===== config.mk =====
export PLATFORM = sky130hd
export DESIGN_NAME = multicycle_control_unit_flat
export DESIGN_NICKNAME = d
export VERILOG_FILES = /design/src/rtl/multicycle_control_unit_if.sv /design/src/rtl/multicycle_control_unit.sv /design/src/flat_wrapper.sv
export SDC_FILE = /design/constraint.sdc
export NUM_CORES = 1
export LEC_CHECK = 0
export BUFFER_PORTS_ARGS = -buffer_cell sky130_fd_sc_hd__buf_2
export CELL_PAD_IN_SITES_DETAIL_PLACEMENT = 1
export CELL_PAD_IN_SITES_GLOBAL_PLACEMENT = 2
export CORE_ASPECT_RATIO = 1.1
export CORE_MARGIN = 2
export CORE_UTILIZATION = 30
export DETAILED_ROUTE_END_ITERATION = 16
export GPL_TIMING_DRIVEN = 0
export PLACE_DENSITY_LB_ADDON = 0.1
export SLEW_MARGIN = 10
export SYNTH_ARGS = -nofsm -noshare
export SYNTH_HDL_FRONTEND = slang
export SYNTH_SLANG_ARGS = --single-unit

===== constraint.sdc =====
create_clock -name clk -period 1.9 [get_ports clk]
set_input_delay 0.095 -clock clk [delete_from_list [all_inputs] [get_ports clk]]
set_output_delay 0.095 -clock clk [all_outputs]
set_load 0.02 [all_outputs]

===== src/rtl/multicycle_control_unit_if.sv =====
// Control-unit bus bundle: instruction fields and memory/branch/trap status
// flow into the control unit; datapath strobes, mux selects, retire pulse,
// sticky fault flags and the FSM state flow out to the datapath.
//   master : the control unit (drives strobes, samples status)
//   slave  : the datapath/memory side (drives status, samples strobes)
interface multicycle_control_unit_if;
    logic [6:0] opcode;        // IR[6:0]
    logic [2:0] funct3;        // IR[14:12]
    logic       mem_ready;     // memory completes current request this cycle
    logic       branch_taken;  // ALU compare result
    logic       trap_ack;      // external handler acknowledges the trap
    logic       pc_write;      // PC load strobe
    logic [1:0] pc_src;        // 00 PC+4, 01 branch/JAL target, 10 JALR target
    logic       ir_write;      // IR load strobe
    logic       mem_req;       // memory request
    logic       mem_we;        // 1 = store
    logic [1:0] mem_size;      // access size
    logic [1:0] alu_op;        // 00 add, 01 compare, 10 funct-decoded
    logic       alu_src_a;     // 0 rs1, 1 PC
    logic [1:0] alu_src_b;     // 00 rs2, 01 imm, 10 constant 4
    logic       reg_write;     // register file write strobe
    logic [1:0] wb_sel;        // 00 ALU, 01 memory data, 10 PC
    logic       instr_done;    // pulse on final cycle of a retired instruction
    logic       illegal;       // sticky illegal-opcode flag
    logic       mem_fault;     // sticky memory-timeout flag
    logic [2:0] state;         // FETCH=0 DECODE=1 EXEC=2 MEM=3 WB=4 TRAP=5

    modport master (
        input  opcode, funct3, mem_ready, branch_taken, trap_ack,
        output pc_write, pc_src, ir_write, mem_req, mem_we, mem_size,
               alu_op, alu_src_a, alu_src_b, reg_write, wb_sel,
               instr_done, illegal, mem_fault, state
    );

    modport slave (
        output opcode, funct3, mem_ready, branch_taken, trap_ack,
        input  pc_write, pc_src, ir_write, mem_req, mem_we, mem_size,
               alu_op, alu_src_a, alu_src_b, reg_write, wb_sel,
               instr_done, illegal, mem_fault, state
    );
endinterface


===== src/rtl/multicycle_control_unit.sv =====
// Multi-cycle RV32I control unit. Sequences FETCH/DECODE/EXEC/MEM/WB per
// instruction, stalls on the memory ready handshake, and traps on illegal
// opcodes or a memory wait that exceeds MEM_TIMEOUT cycles.
// Ports:
//   clk  : system clock, rising edge
//   rst  : asynchronous, active-high reset
//   bus  : control bundle (master side), see multicycle_control_unit_if
// Parameters:
//   MEM_TIMEOUT : max wait cycles in FETCH/MEM before a fault, 0 disables
//   TMO_W       : wait counter width, 2**TMO_W > MEM_TIMEOUT
module multicycle_control_unit #(
    parameter int unsigned MEM_TIMEOUT = 15,
    parameter int unsigned TMO_W       = 4
) (
    input  logic                       clk,
    input  logic                       rst,
    multicycle_control_unit_if.master  bus
);

    typedef enum logic [2:0] {
        S_FETCH  = 3'd0,
        S_DECODE = 3'd1,
        S_EXEC   = 3'd2,
        S_MEM    = 3'd3,
        S_WB     = 3'd4,
        S_TRAP   = 3'd5
    } state_t;

    localparam logic [6:0] OP_LOAD   = 7'b0000011;
    localparam logic [6:0] OP_STORE  = 7'b0100011;
    localparam logic [6:0] OP_OP     = 7'b0110011;
    localparam logic [6:0] OP_OPIMM  = 7'b0010011;
    localparam logic [6:0] OP_BRANCH = 7'b1100011;
    localparam logic [6:0] OP_JAL    = 7'b1101111;
    localparam logic [6:0] OP_JALR   = 7'b1100111;
    localparam logic [6:0] OP_LUI    = 7'b0110111;
    localparam logic [6:0] OP_AUIPC  = 7'b0010111;

    localparam bit               TMO_EN    = (MEM_TIMEOUT != 0);
    localparam logic [TMO_W-1:0] TMO_LIMIT = TMO_W'(MEM_TIMEOUT);

    state_t           state_q, state_d;
    logic [TMO_W-1:0] wait_q;
    logic [6:0]       opcode_q;
    logic [2:0]       funct3_q;
    logic             illegal_q;
    logic             fault_q;
    logic             opcode_legal;
    logic             timeout_hit;
    logic             waiting;

    // funct3[2] selects signed/unsigned loads; that is handled in the datapath.
    logic             unused_funct3_msb;
    assign unused_funct3_msb = funct3_q[2];

    always_comb begin
        opcode_legal = 1'b0;
        case (bus.opcode)
            OP_LOAD, OP_STORE, OP_OP, OP_OPIMM, OP_BRANCH,
            OP_JAL, OP_JALR, OP_LUI, OP_AUIPC: opcode_legal = 1'b1;
            default:                           opcode_legal = 1'b0;
        endcase
    end

    assign waiting     = (state_q == S_FETCH) || (state_q == S_MEM);
    // A ready arriving in the same cycle as the limit wins over the fault.
    assign timeout_hit = TMO_EN && waiting && (wait_q == TMO_LIMIT) && !bus.mem_ready;

    always_ff @(posedge clk or posedge rst) begin
        if (rst) begin
            state_q   <= S_FETCH;
            wait_q    <= '0;
            opcode_q  <= '0;
            funct3_q  <= '0;
            illegal_q <= 1'b0;
            fault_q   <= 1'b0;
        end else begin
            state_q <= state_d;

            // Any state change clears the counter, so it starts at 0 on
            // every entry to FETCH or MEM; staying there means still waiting.
            if (state_d != state_q) begin
                wait_q <= '0;
            end else if (waiting && !bus.mem_ready) begin
                wait_q <= wait_q + TMO_W'(1);
            end

            if (state_q == S_DECODE) begin
                opcode_q <= bus.opcode;
                funct3_q <= bus.funct3;
                if (!opcode_legal) begin
                    illegal_q <= 1'b1;
                end
            end

            if (timeout_hit) begin
                fault_q <= 1'b1;
            end

            if ((state_q == S_TRAP) && bus.trap_ack) begin
                illegal_q <= 1'b0;
                fault_q   <= 1'b0;
            end
        end
    end

    always_comb begin
        state_d        = state_q;
        bus.pc_write   = 1'b0;
        bus.pc_src     = 2'b00;
        bus.ir_write   = 1'b0;
        bus.mem_req    = 1'b0;
        bus.mem_we     = 1'b0;
        bus.mem_size   = 2'b00;
        bus.alu_op     = 2'b00;
        bus.alu_src_a  = 1'b0;
        bus.alu_src_b  = 2'b00;
        bus.reg_write  = 1'b0;
        bus.wb_sel     = 2'b00;
        bus.instr_done = 1'b0;

        // Outputs are gated by rst so no strobe leaks out while the async
        // reset holds the FSM in FETCH.
        if (!rst) begin
            case (state_q)
                S_FETCH: begin
                    bus.mem_req   = 1'b1;
                    bus.mem_size  = 2'b10;
                    bus.alu_src_a = 1'b1;
                    bus.alu_src_b = 2'b10;
                    if (bus.mem_ready) begin
                        bus.ir_write = 1'b1;
                        bus.pc_write = 1'b1;
                        bus.pc_src   = 2'b00;
                        state_d      = S_DECODE;
                    end else if (timeout_hit) begin
                        state_d = S_TRAP;
                    end
                end

                S_DECODE: begin
                    state_d = opcode_legal ? S_EXEC : S_TRAP;
                end

                S_EXEC: begin
                    case (opcode_q)
                        OP_LOAD, OP_STORE: begin
                            bus.alu_src_b = 2'b01;
                            state_d       = S_MEM;
                        end
                        OP_OP: begin
                            bus.alu_op = 2'b10;
                            state_d    = S_WB;
                        end
                        OP_OPIMM: begin
                            bus.alu_op    = 2'b10;
                            bus.alu_src_b = 2'b01;
                            state_d       = S_WB;
                        end
                        OP_LUI: begin
                            bus.alu_src_b = 2'b01;
                            state_d       = S_WB;
                        end
                        OP_AUIPC: begin
                            bus.alu_src_a = 1'b1;
                            bus.alu_src_b = 2'b01;
                            state_d       = S_WB;
                        end
                        OP_BRANCH: begin
                            bus.alu_op     = 2'b01;
                            bus.pc_write   = bus.branch_taken;
                            bus.pc_src     = 2'b01;
                            bus.instr_done = 1'b1;
                            state_d        = S_FETCH;
                        end
                        OP_JAL, OP_JALR: begin
                            // Link value is the already-incremented PC; the
                            // register file samples it before the PC update.
                            bus.alu_src_a  = (opcode_q == OP_JAL);
                            bus.alu_src_b  = 2'b01;
                            bus.pc_write   = 1'b1;
                            bus.pc_src     = (opcode_q == OP_JAL) ? 2'b01 : 2'b10;
                            bus.reg_write  = 1'b1;
                            bus.wb_sel     = 2'b10;
                            bus.instr_done = 1'b1;
                            state_d        = S_FETCH;
                        end
                        default: begin
                            state_d = S_FETCH;
                        end
                    endcase
                end

                S_MEM: begin
                    bus.mem_req  = 1'b1;
                    bus.mem_we   = (opcode_q == OP_STORE);
                    bus.mem_size = funct3_q[1:0];
                    if (bus.mem_ready) begin
                        if (opcode_q == OP_STORE) begin
                            bus.instr_done = 1'b1;
                            state_d        = S_FETCH;
                        end else begin
                            state_d = S_WB;
                        end
                    end else if (timeout_hit) begin
                        state_d = S_TRAP;
                    end
                end

                S_WB: begin
                    bus.reg_write  = 1'b1;
                    bus.instr_done = 1'b1;
                    bus.wb_sel     = (opcode_q == OP_LOAD) ? 2'b01 : 2'b00;
                    state_d        = S_FETCH;
                end

                S_TRAP: begin
                    if (bus.trap_ack) begin
                        state_d = S_FETCH;
                    end
                end

                default: begin
                    state_d = S_FETCH;
                end
            endcase
        end
    end

    assign bus.illegal   = illegal_q;
    assign bus.mem_fault = fault_q;
    assign bus.state     = state_q;

endmodule


===== src/flat_wrapper.sv =====
// flat-port wrapper written by rule: the top's interface ports become plain ports
module multicycle_control_unit_flat 
#(
    parameter int unsigned MEM_TIMEOUT = 15,
    parameter int unsigned TMO_W       = 4
)
  (clk, rst, bus_opcode, bus_funct3, bus_mem_ready, bus_branch_taken, bus_trap_ack, bus_pc_write, bus_pc_src, bus_ir_write, bus_mem_req, bus_mem_we, bus_mem_size, bus_alu_op, bus_alu_src_a, bus_alu_src_b, bus_reg_write, bus_wb_sel, bus_instr_done, bus_illegal, bus_mem_fault, bus_state);
  multicycle_control_unit_if bus_i ();
  input  logic clk;
  input  logic rst;
  input wire logic [$bits(bus_i.opcode)-1:0] bus_opcode;
  input wire logic [$bits(bus_i.funct3)-1:0] bus_funct3;
  input wire logic [$bits(bus_i.mem_ready)-1:0] bus_mem_ready;
  input wire logic [$bits(bus_i.branch_taken)-1:0] bus_branch_taken;
  input wire logic [$bits(bus_i.trap_ack)-1:0] bus_trap_ack;
  output wire logic [$bits(bus_i.pc_write)-1:0] bus_pc_write;
  output wire logic [$bits(bus_i.pc_src)-1:0] bus_pc_src;
  output wire logic [$bits(bus_i.ir_write)-1:0] bus_ir_write;
  output wire logic [$bits(bus_i.mem_req)-1:0] bus_mem_req;
  output wire logic [$bits(bus_i.mem_we)-1:0] bus_mem_we;
  output wire logic [$bits(bus_i.mem_size)-1:0] bus_mem_size;
  output wire logic [$bits(bus_i.alu_op)-1:0] bus_alu_op;
  output wire logic [$bits(bus_i.alu_src_a)-1:0] bus_alu_src_a;
  output wire logic [$bits(bus_i.alu_src_b)-1:0] bus_alu_src_b;
  output wire logic [$bits(bus_i.reg_write)-1:0] bus_reg_write;
  output wire logic [$bits(bus_i.wb_sel)-1:0] bus_wb_sel;
  output wire logic [$bits(bus_i.instr_done)-1:0] bus_instr_done;
  output wire logic [$bits(bus_i.illegal)-1:0] bus_illegal;
  output wire logic [$bits(bus_i.mem_fault)-1:0] bus_mem_fault;
  output wire logic [$bits(bus_i.state)-1:0] bus_state;
  assign bus_i.opcode = bus_opcode;
  assign bus_i.funct3 = bus_funct3;
  assign bus_i.mem_ready = bus_mem_ready;
  assign bus_i.branch_taken = bus_branch_taken;
  assign bus_i.trap_ack = bus_trap_ack;
  assign bus_pc_write = bus_i.pc_write;
  assign bus_pc_src = bus_i.pc_src;
  assign bus_ir_write = bus_i.ir_write;
  assign bus_mem_req = bus_i.mem_req;
  assign bus_mem_we = bus_i.mem_we;
  assign bus_mem_size = bus_i.mem_size;
  assign bus_alu_op = bus_i.alu_op;
  assign bus_alu_src_a = bus_i.alu_src_a;
  assign bus_alu_src_b = bus_i.alu_src_b;
  assign bus_reg_write = bus_i.reg_write;
  assign bus_wb_sel = bus_i.wb_sel;
  assign bus_instr_done = bus_i.instr_done;
  assign bus_illegal = bus_i.illegal;
  assign bus_mem_fault = bus_i.mem_fault;
  assign bus_state = bus_i.state;
  multicycle_control_unit #(.MEM_TIMEOUT(MEM_TIMEOUT), .TMO_W(TMO_W)) u_core (.clk(clk), .rst(rst), .bus(bus_i));
endmodule

=== Word-level counts from Yosys, hierarchy flattened ===
Cells that the tools add are included.

* Logic and storage cells: 106
* Bits of input ports: 15
* Register bits: 18

* Add/sub/neg operators: 1
* Reductions and logical operators: 19
* Mux-type cells: 54
* Equal/unequal tests: 26

{| class="wikitable"
|+ Operators with widths
! cell !! number
|-
| $eq 7x6->1 const B || 6
|-
| $eq 7x7->1 const B || 6
|-
| $eq 7x5->1 const B || 4
|-
| $mux 1 || 23
|-
| $mux 3 || 7
|-
| $pmux 2 s2 || 5
|-
| $mux 2 || 9
|-
| $pmux 3 s5 || 1
|-
| $eq 7x2->1 const B || 2
|-
| $pmux 1 s2 || 5
|-
| $reduce_or 9->1 || 1
|-
| $mux 4 || 2
|-
| $reduce_or 2->1 || 4
|-
| $reduce_or 7->1 || 1
|-
| $eq 3x2->1 const B || 2
|-
| $eq 3x3->1 const B || 2
|-
| $pmux 3 s2 || 1
|-
| $reduce_bool 2->1 || 3
|-
| $add 4x1->4 const B || 1
|-
| $eq 4x4->1 const B || 1
|-
| $logic_and 1x1->1 || 4
|-
| $reduce_or 4->1 || 1
|-
| $eq 3x1->1 const B || 1
|-
| $logic_not 3->1 || 1
|-
| other kinds (7) || 7
|}

=== Depth between registers and ports, before layout ===
Gate-level depths: netlist (run 1).

* Word-level depth: 10
* Depth in mapped cells: 6

=== Worst setup path before layout (run 1) ===
Ideal clock, no wire load.

* Path kind: register to output
* Start point: register u_core.state_q[0] (netlist: u_core.bus.state[0])
* End point: output bus_instr_done
* Setup slack: -65 ps
* Cell stages (with the launch flop): 6
* Required time: 1805 ps
* Arrival time: 1870 ps
* Cell sequence: dfrtp_1 > buf_6 > nor3b_2 > nand3_1 > nor3_1 > a211o_1

* Word-level cells in the longest chain between the ends: 3
* Elaborated cells on any way between the ends: 5
* Classes of those cells: eq/ne: 3; mux: 2

{| class="wikitable"
|+ RTL lines
! what !! line !! text
|-
| start, declared || multicycle_control_unit.sv:42 || <nowiki>state_t state_q, state_d;</nowiki>
|-
| start signal, assigned || multicycle_control_unit.sv:78 || <nowiki>state_q <= state_d;</nowiki>
|-
| $eq 3x3->1 / $eq 3x2->1 (equally long branches) || multicycle_control_unit.sv:125 || <nowiki>case (state_q)</nowiki>
|-
| $pmux 1 s3 (*) || multicycle_control_unit.sv:125 ||
|-
| $mux 1 (*) || multicycle_control_unit.sv:124 || <nowiki>if (!rst) begin</nowiki>
|-
| end, declared || flat_wrapper.sv:27 || <nowiki>output wire logic [$bits(bus_i.instr_done)-1:0] bus_instr_done;</nowiki>
|}

Every way passes the cells marked *; elsewhere a longest branch is shown, timed or not.

=== Final worst setup path (run 1) ===
* Start point: register u_core.opcode_q[3]
* End point: output bus_wb_sel[0]

* Word-level cells in the longest chain between the ends: 4

{| class="wikitable"
|+ RTL lines
! what !! line !! text
|-
| start, declared || multicycle_control_unit.sv:44 || <nowiki>logic [6:0] opcode_q;</nowiki>
|-
| start signal, assigned || multicycle_control_unit.sv:89 || <nowiki>opcode_q <= bus.opcode;</nowiki>
|-
| $eq 7x2->1 || multicycle_control_unit.sv:213 || <nowiki>bus.wb_sel = (opcode_q == OP_LOAD) ? 2'b01 : 2'b00;</nowiki>
|-
| $mux 1 || multicycle_control_unit.sv:213 ||
|-
| $pmux 2 s2 || multicycle_control_unit.sv:125 ||
|-
| $mux 2 || multicycle_control_unit.sv:124 ||
|-
| end, declared || flat_wrapper.sv:26 || <nowiki>output wire logic [$bits(bus_i.wb_sel)-1:0] bus_wb_sel;</nowiki>
|}

No other way between the ends.

==> key figures, run 1 <==
Yosys
  – Leading area contributor after synthesis: dfrtp_1
  – Yosys warning count: 0
  – Dominant synthesized flop cell: dfrtp_1
  – Avg Inst Size Synth: roughly 8.6 sq um
  – Share of Yosys cell area claimed by the top area cell type: 0.336
  – Post-synthesis net count: between 150 and 200
  – Cells taking the most area after synthesis: dfrtp_1, mux2_2, nand2_1, nor2_1, a21oi_1
  – Count of distinct cell types in the synthesized netlist: 47
  – Post-Syn Instances: 157
  – Share of async-settable or async-resettable flops after synthesis: 1.00
  – Count of flip-flops with a built-in enable after synthesis: 0
  – Share of synthesized area occupied by flip-flops and latches: 0.336
  – Netlist area before placement: ~1300 sq um
  – Number of synthesized register bits: 18

Timing
  – Least setup slack across all paths after layout: between 0.1 and 0.15 ns
  – Worst-case headroom to the max-slew limit: 0.669
  – Max Clock Freq: around 0.56 GHz
  – Final clock period utilization by the worst path: 0.940
  – Final number of hold-violating endpoints: 18
  – Number of setup violations in the final report: 0
  – Final Max Tran Viols: 0
  – Clock Skews: approximately 0.0031 ns
  – Final critical delay including setup and external delays: about 1.8 ns
  – Transition time of the tightest slew-check pin: ~0.5 ns
  – Post-Route Hold Slack: -0.0131 ns

Pwr
  – Static Leak: around 0.82 nW
  – Worst supply voltage drop on vdd: 0.528 mV
  – Total power draw: between 2 and 2.5 mW
  – Total power per unit cell area: around 1200 nW/um^2

Floorplanning
  – Floorplan die width: around 68 um
  – Die Span Y: ~74 um
  – Initial core utilization: 0.311
  – Placeable core region: ~4300 sq um
  – Row count: 25
  – Die area: around 5000 sq um
  – I/O Pins: 37

Critical path
  – Setup CP Type: flip-flop to primary output
  – Crit-path max cell delay: between 0.4 and 0.5 ns
  – Cell with the largest stage delay on the worst path: dfrtp_2
  – Startpoint kind of the worst setup timing path: flip-flop
  – Kind of end point of the critical path: primary output
  – Critical Path AT: 1.69 ns
  – Critical path fanouts, max: 6
  – Cell Chain, Critical Path: and4bb_4 > buf_4 > nand2_4 > nor3_1 > buf_2
  – Req. time, crit path: 1.80 ns

Global route
  – Pin count of the biggest net entering global routing: 28
  – Total grt overflow: 0
  – All-layer global routing usage: 0.180
  – Global-route wire length before repair: 6620 um
  – Number of global-route vias before repair: approximately 1300
  – Initial antenna violation count: 0

Detailed routing
  – Total wirelength of the detailed-routed design: 4200 um
  – Vias: ~1300
  – Routed length per placed instance: roughly 17 um
  – Number of nets still failing antenna checks after routing: 0
  – Detailed-route vias per instance: ~5.2
  – Drt first-iter violations: 72
  – Post-route DRC violation count: 0
  – Length of the first detailed-routing pass in iterations: 4

Run status
  – Violated checks: negative hold slack
  – Status: complete, but fails checks

Place
  – Place WS: -0.0531 ns
  – Placer congestion estimate: about 0.78
  – Half-perimeter wire length after placement: 3170 um
  – Placed inst area: around 1600 sq um
  – Number of port buffers: 35

Finish
  – Layout Nets: around 220
  – Final Core Density: 0.398
  – Diode count: 0
  – Post-layout instance area: around 1700 sq um
  – Fill cell instance count of the final layout: roughly 530
  – Proportion of layout cells with a drive suffix above 1: 0.397
  – Synth-to-Final Area Change: 27.9%

Hold path
  – HP Class: input port to async pin

Clock tree
  – CTS tree: built
  – Clock-pin slew of the registers on the worst-case setup and hold paths: ~0.070 ns
  – Worst-Skew Late Latency: ~0.26 ns
  – Root buffer cell: clkbuf_8
  – Buffer levels on the longest clock path: 2
  – H-tree levels: 1
  – Count of clock tree sinks: 18
  – Total clock buffers created by CTS: 3

Job
  – # Max-Cap Violations: 0
-- cells by family after synthesis --
| logic type | after synthesis | synth area share |
|---|---|---|
| buf+inv | 17 | 0.0624 |
| simple gates | 73 | 0.282 |
| compound gates | 34 | 0.192 |
| xor+xnor | 5 | 0.0438 |
| fa+ha+maj | 1 | 0.00932 |
| flops | 18 | 0.336 |
| mux | 9 | 0.0746 |
-- path summary, 6_finish.rpt --
path,startpoint,end,slack (ns),cells after the start
setup / recovery,u_core.opcode_q[3],bus_wb_sel[0],0.11,5
hold / removal,rst,u_core.opcode_q[6],-0.01,3
setup reg to reg,u_core.wait_q[0],u_core.wait_q[1],0.14,6
hold reg to reg,u_core.bus.mem_fault,u_core.bus.mem_fault,0.51,1
max in group asynchronous,rst,u_core.bus.state[2],1.61,3
min in group clk,bus_funct3[0],u_core.funct3_q[0],0.05,3
-- power breakdown --
group	total, mW	switching [mW]	internal, mW
logic	1.07	0.616	0.455
clock network	0.275	0.133	0.141
registers	0.735	0.202	0.533
total	2.08	0.951	1.13
-- critical path, delay by kind of cell, from the launching register on --
kind	cells	cell delay (ns)
buffers and inverters	2	0.33
and+or+nand+nor	3	0.67
DFF	1	0.43
-- cells in the final DEF, fill, tap and decap left out, drive strengths merged, types with 3 or more instances in the layout --
| master | netlist | layout |
|---|---|---|
| o21ai | 6 | 6 |
| nand2 | 23 | 23 |
| o22ai | 3 | 3 |
| clkbuf | 2 | 5 |
| xor2 | 3 | 3 |
| nand3 | 9 | 9 |
| a21oi | 9 | 9 |
| dfrtp | 18 | 18 |
| nor2 | 16 | 16 |
| mux2 | 8 | 8 |
| buf | 6 | 45 |
| inv | 9 | 9 |
| o31a | 3 | 3 |
| nor3 | 10 | 10 |
-- per-stage QoR --
stage          cells  setup TNS (ns)
5_1_grt          253        -0.00500
2_1_floorplan    157               0
4_1_cts          249               0
3_5_place_dp     246         -0.0531
6_report         253               0
3_3_place_gp     246         -0.0375
-- per-layer routing --
metal / track usage / routed length (um) / vias up
met2: 0.294 / 2030 / 23
li1: - / - / 643
met3: 0.0197 / 117 / 4
met5: 0 / 0 / -
met1: 0.244 / 1990 / 655
met4: 0.0667 / 63 / 0
-- layout make-up --
class | instances | area, sq um | share of cell area
Inverter | 9 | 33.8 | 0.0197
Tap cell | 54 | 67.6 | 0.0394
Buffer | 7 | 51.3 | 0.0299
Timing Repair Buffer | 40 | 218 | 0.127
Clock buffer | 3 | 41.3 | 0.0241
Sequential cell | 18 | 454 | 0.265
Multi-Input combinational cell | 122 | 851 | 0.496
-- registers in the layout, summed over array words and instances, names as in the netlist --
register and count:
u_core.bus.illegal 1, u_core.bus.mem_fault 1, u_core.funct3_q 2, u_core.bus.state 3
u_core.wait_q 4, u_core.opcode_q 7
-- Yosys cell counts, drive strengths merged, types with 3 or more instances --
library cell / n
inv: 9
mux2: 8
xor2: 3
dfrtp: 18
nor2: 16
buf: 6
a21oi: 9
nand3: 9
o22ai: 3
o31a: 3
nand2: 23
o21ai: 6
nor3: 10
-- timing repair --
action                                 in CTS  in global routing
setup endpoints to repair                   3                  3
hold buffers                                0                  0
pin swaps                                   0                  5
cloned                                      0                  0
resized for setup                           6                 11
endpoints found under the hold margin       0                  0
setup buffers                               0                  5
(Power assumes the default switching activity.)
==> run 2, diff against run 1 <==
- CORE_UTILIZATION: 30 -> 31
- CTS_BUF_LIST: not set -> sky130_fd_sc_hd__clkbuf_4 sky130_fd_sc_hd__clkbuf_8
==> run 2 against run 1 <==
- first-iteration DRC count fell by 33%
- highest routed layer unchanged
- the run still ends with negative hold slack left
- clock power rose by 25%
- combinational power barely moved
- maximum frequency barely moved
- critical endpoint is now bus_alu_src_b[0]
==> key figures, run 2 (synthesis results as in run 1) <==
Finish
  – Max FFs per register: 7
  – Biggest register: u_core.opcode_q
  – Layout Nets: about 220
  – Diode count: 0
  – Final Core Density: 0.410
  – Non-filler cells, final: between 200 and 300
  – Highest-count cells in the layout ignoring fill and taps: buf_2, nand2_1, dfrtp_1
  – Proportion of layout cells with a drive suffix above 1: 0.408
  – Synth-to-Final Area Change: 29.1%
  – Register area: around 450 sq um
  – Post-layout instance area: between 1500 and 2000 sq um
  – Area of combinational cells with multiple inputs: 845 sq um
  – Most common cell after layout, fill and taps aside: buf_2
  – Fill cell instance count of the final layout: about 520

Critical path
  – Setup CP Type: flip-flop to primary output
  – Number of cell instances on the worst register-to-register path: 6
  – Cell Chain, Critical Path: and4bb_4 > nand2_1 > nor2_1 > o22ai_1 > a21oi_1 > buf_4
  – Startpoint kind of the worst setup timing path: flip-flop
  – Critical path fanouts, max: 4
  – Worst R2R Start: u_core.wait_q[0]
  – Worst setup slack for register-to-register paths: ~0.13 ns
  – Critical register-to-register path endpoint: u_core.wait_q[2]
  – Crit-path max cell delay: roughly 0.42 ns
  – Req. time, crit path: 1.80 ns
  – Kind of end point of the critical path: primary output
  – Cell with the largest stage delay on the worst path: dfrtp_2
  – Critical Path AT: 1.69 ns

Global route
  – Total grt overflow: 0
  – Number of global-route vias before repair: around 1400
  – Pin count of the biggest net entering global routing: 28
  – All-layer global routing usage: 0.188
  – Initial antenna violation count: 0
  – Global-route wire length before repair: roughly 7000 um

Detailed routing
  – Detailed-route vias per instance: around 5.2
  – Drt first-iter violations: 48
  – Routed length per placed instance: approximately 17 um
  – Total wirelength of the detailed-routed design: about 4300 um
  – Post-route DRC violation count: 0
  – Vias: about 1300
  – Number of nets still failing antenna checks after routing: 0
  – Length of the first detailed-routing pass in iterations: 4

Timing
  – Least setup slack across all paths after layout: about 0.11 ns
  – Final number of hold-violating endpoints: 18
  – Post-Route Hold Slack: -0.0297 ns
  – Final Max Tran Viols: 0
  – Transition time of the tightest slew-check pin: about 0.46 ns
  – Max Clock Freq: between 0.5 and 0.6 GHz
  – Clock Skews: about 0.0080 ns
  – Unrepaired setup endpoints after global routing: false
  – Final clock period utilization by the worst path: 0.941
  – Worst-case headroom to the max-slew limit: 0.691
  – Number of setup violations in the final report: 0
  – Setup tns final: 0 ns
  – Final critical delay including setup and external delays: ~1.8 ns

Clock tree
  – Root buffer cell: clkbuf_8
  – H-tree levels: 1
  – Clock-pin slew of the registers on the worst-case setup and hold paths: approximately 0.080 ns
  – Buffer levels on the longest clock path: 2
  – Worst-Skew Late Latency: roughly 0.27 ns
  – Total clock buffers created by CTS: 3
  – Count of clock tree sinks: 18
  – CTS Hold Bufs: 0
  – CTS tree: built

Run status
  – Status: complete, but fails checks
  – Violated checks: negative hold slack

Place
  – Placer congestion estimate: ~0.78
  – Number of placed instances, taps included: between 200 and 250
  – Place WS: 0.124 ns
  – Number of port buffers: 35
  – Placed inst area: about 1600 sq um
  – Half-perimeter wire length after placement: 3170 um

Floorplanning
  – Floorplan die width: roughly 67 um
  – Placeable core region: ~4200 sq um
  – Initial core utilization: 0.318
  – Row count: 25
  – Die Span Y: roughly 73 um
  – I/O Pins: 37
  – Die area: roughly 4900 sq um

Pwr
  – Total power per unit cell area: 1220 nW/um^2
  – Total power draw: ~2.1 mW
  – Worst supply voltage drop on vdd: ~0.40 mV
  – Static Leak: approximately 0.83 nW

Hold path
  – HP Class: input port to async pin

Job
  – # Max-Cap Violations: 0
## run 2: final cells by class
| cell class | instances | share of cell area |
|---|---|---|
| Timing Repair Buffer | 41 | 0.129 |
| Multi-Input combinational cell | 122 | 0.487 |
| Sequential cell | 18 | 0.262 |
| Clock buffer | 4 | 0.0318 |
| Buffer | 7 | 0.0318 |
| Tap cell | 54 | 0.0390 |
| Inverter | 9 | 0.0195 |
## run 2: metal layers
layer | track usage | vias up | share of wire
met5 | 0 | - | 0
met4 | 0.0816 | 0 | 0.019
met3 | 0.0309 | 7 | 0.026
met2 | 0.333 | 19 | 0.53
met1 | 0.222 | 666 | 0.43
li1 | - | 643 | -
## run 2: how the worst max path moves through the flow
stage / slack (ns) / end / from
2_1_floorplan: 0.05 / bus_instr_done / u_core.bus.state[1]
3_3_place_gp: 0.16 / bus_instr_done / rst
3_5_place_dp: 0.12 / bus_instr_done / rst
4_1_cts: 0.003 / bus_instr_done / u_core.opcode_q[2]
5_1_grt: 0.01 / bus_alu_src_b[0] / u_core.opcode_q[3]
6_report: 0.11 / bus_alu_src_b[0] / u_core.opcode_q[3]
## run 2: critical path: cells and delay by family, from the launching register on
kind | cells | cell delay (ns)
AO/OA/AOI/OAI | 2 | 0.26
AND/OR/NAND/NOR | 3 | 0.59
buffers and inverters | 1 | 0.16
flip-flops | 1 | 0.42
## run 2: where the power goes
group | leakage (nW) | switching (mW) | internal, mW
Clock | 0.0288 | 0.159 | 0.185
Sequential | 0.222 | 0.191 | 0.533
Combinational | 0.575 | 0.606 | 0.446
Total | 0.826 | 0.955 | 1.16
## run 2: what timing repair did
item | CTS | global route
setup endpoints to repair | 2 | 5
pin swaps | 3 | 3
resized for setup | 4 | 11
buffers inserted | 3 | 3
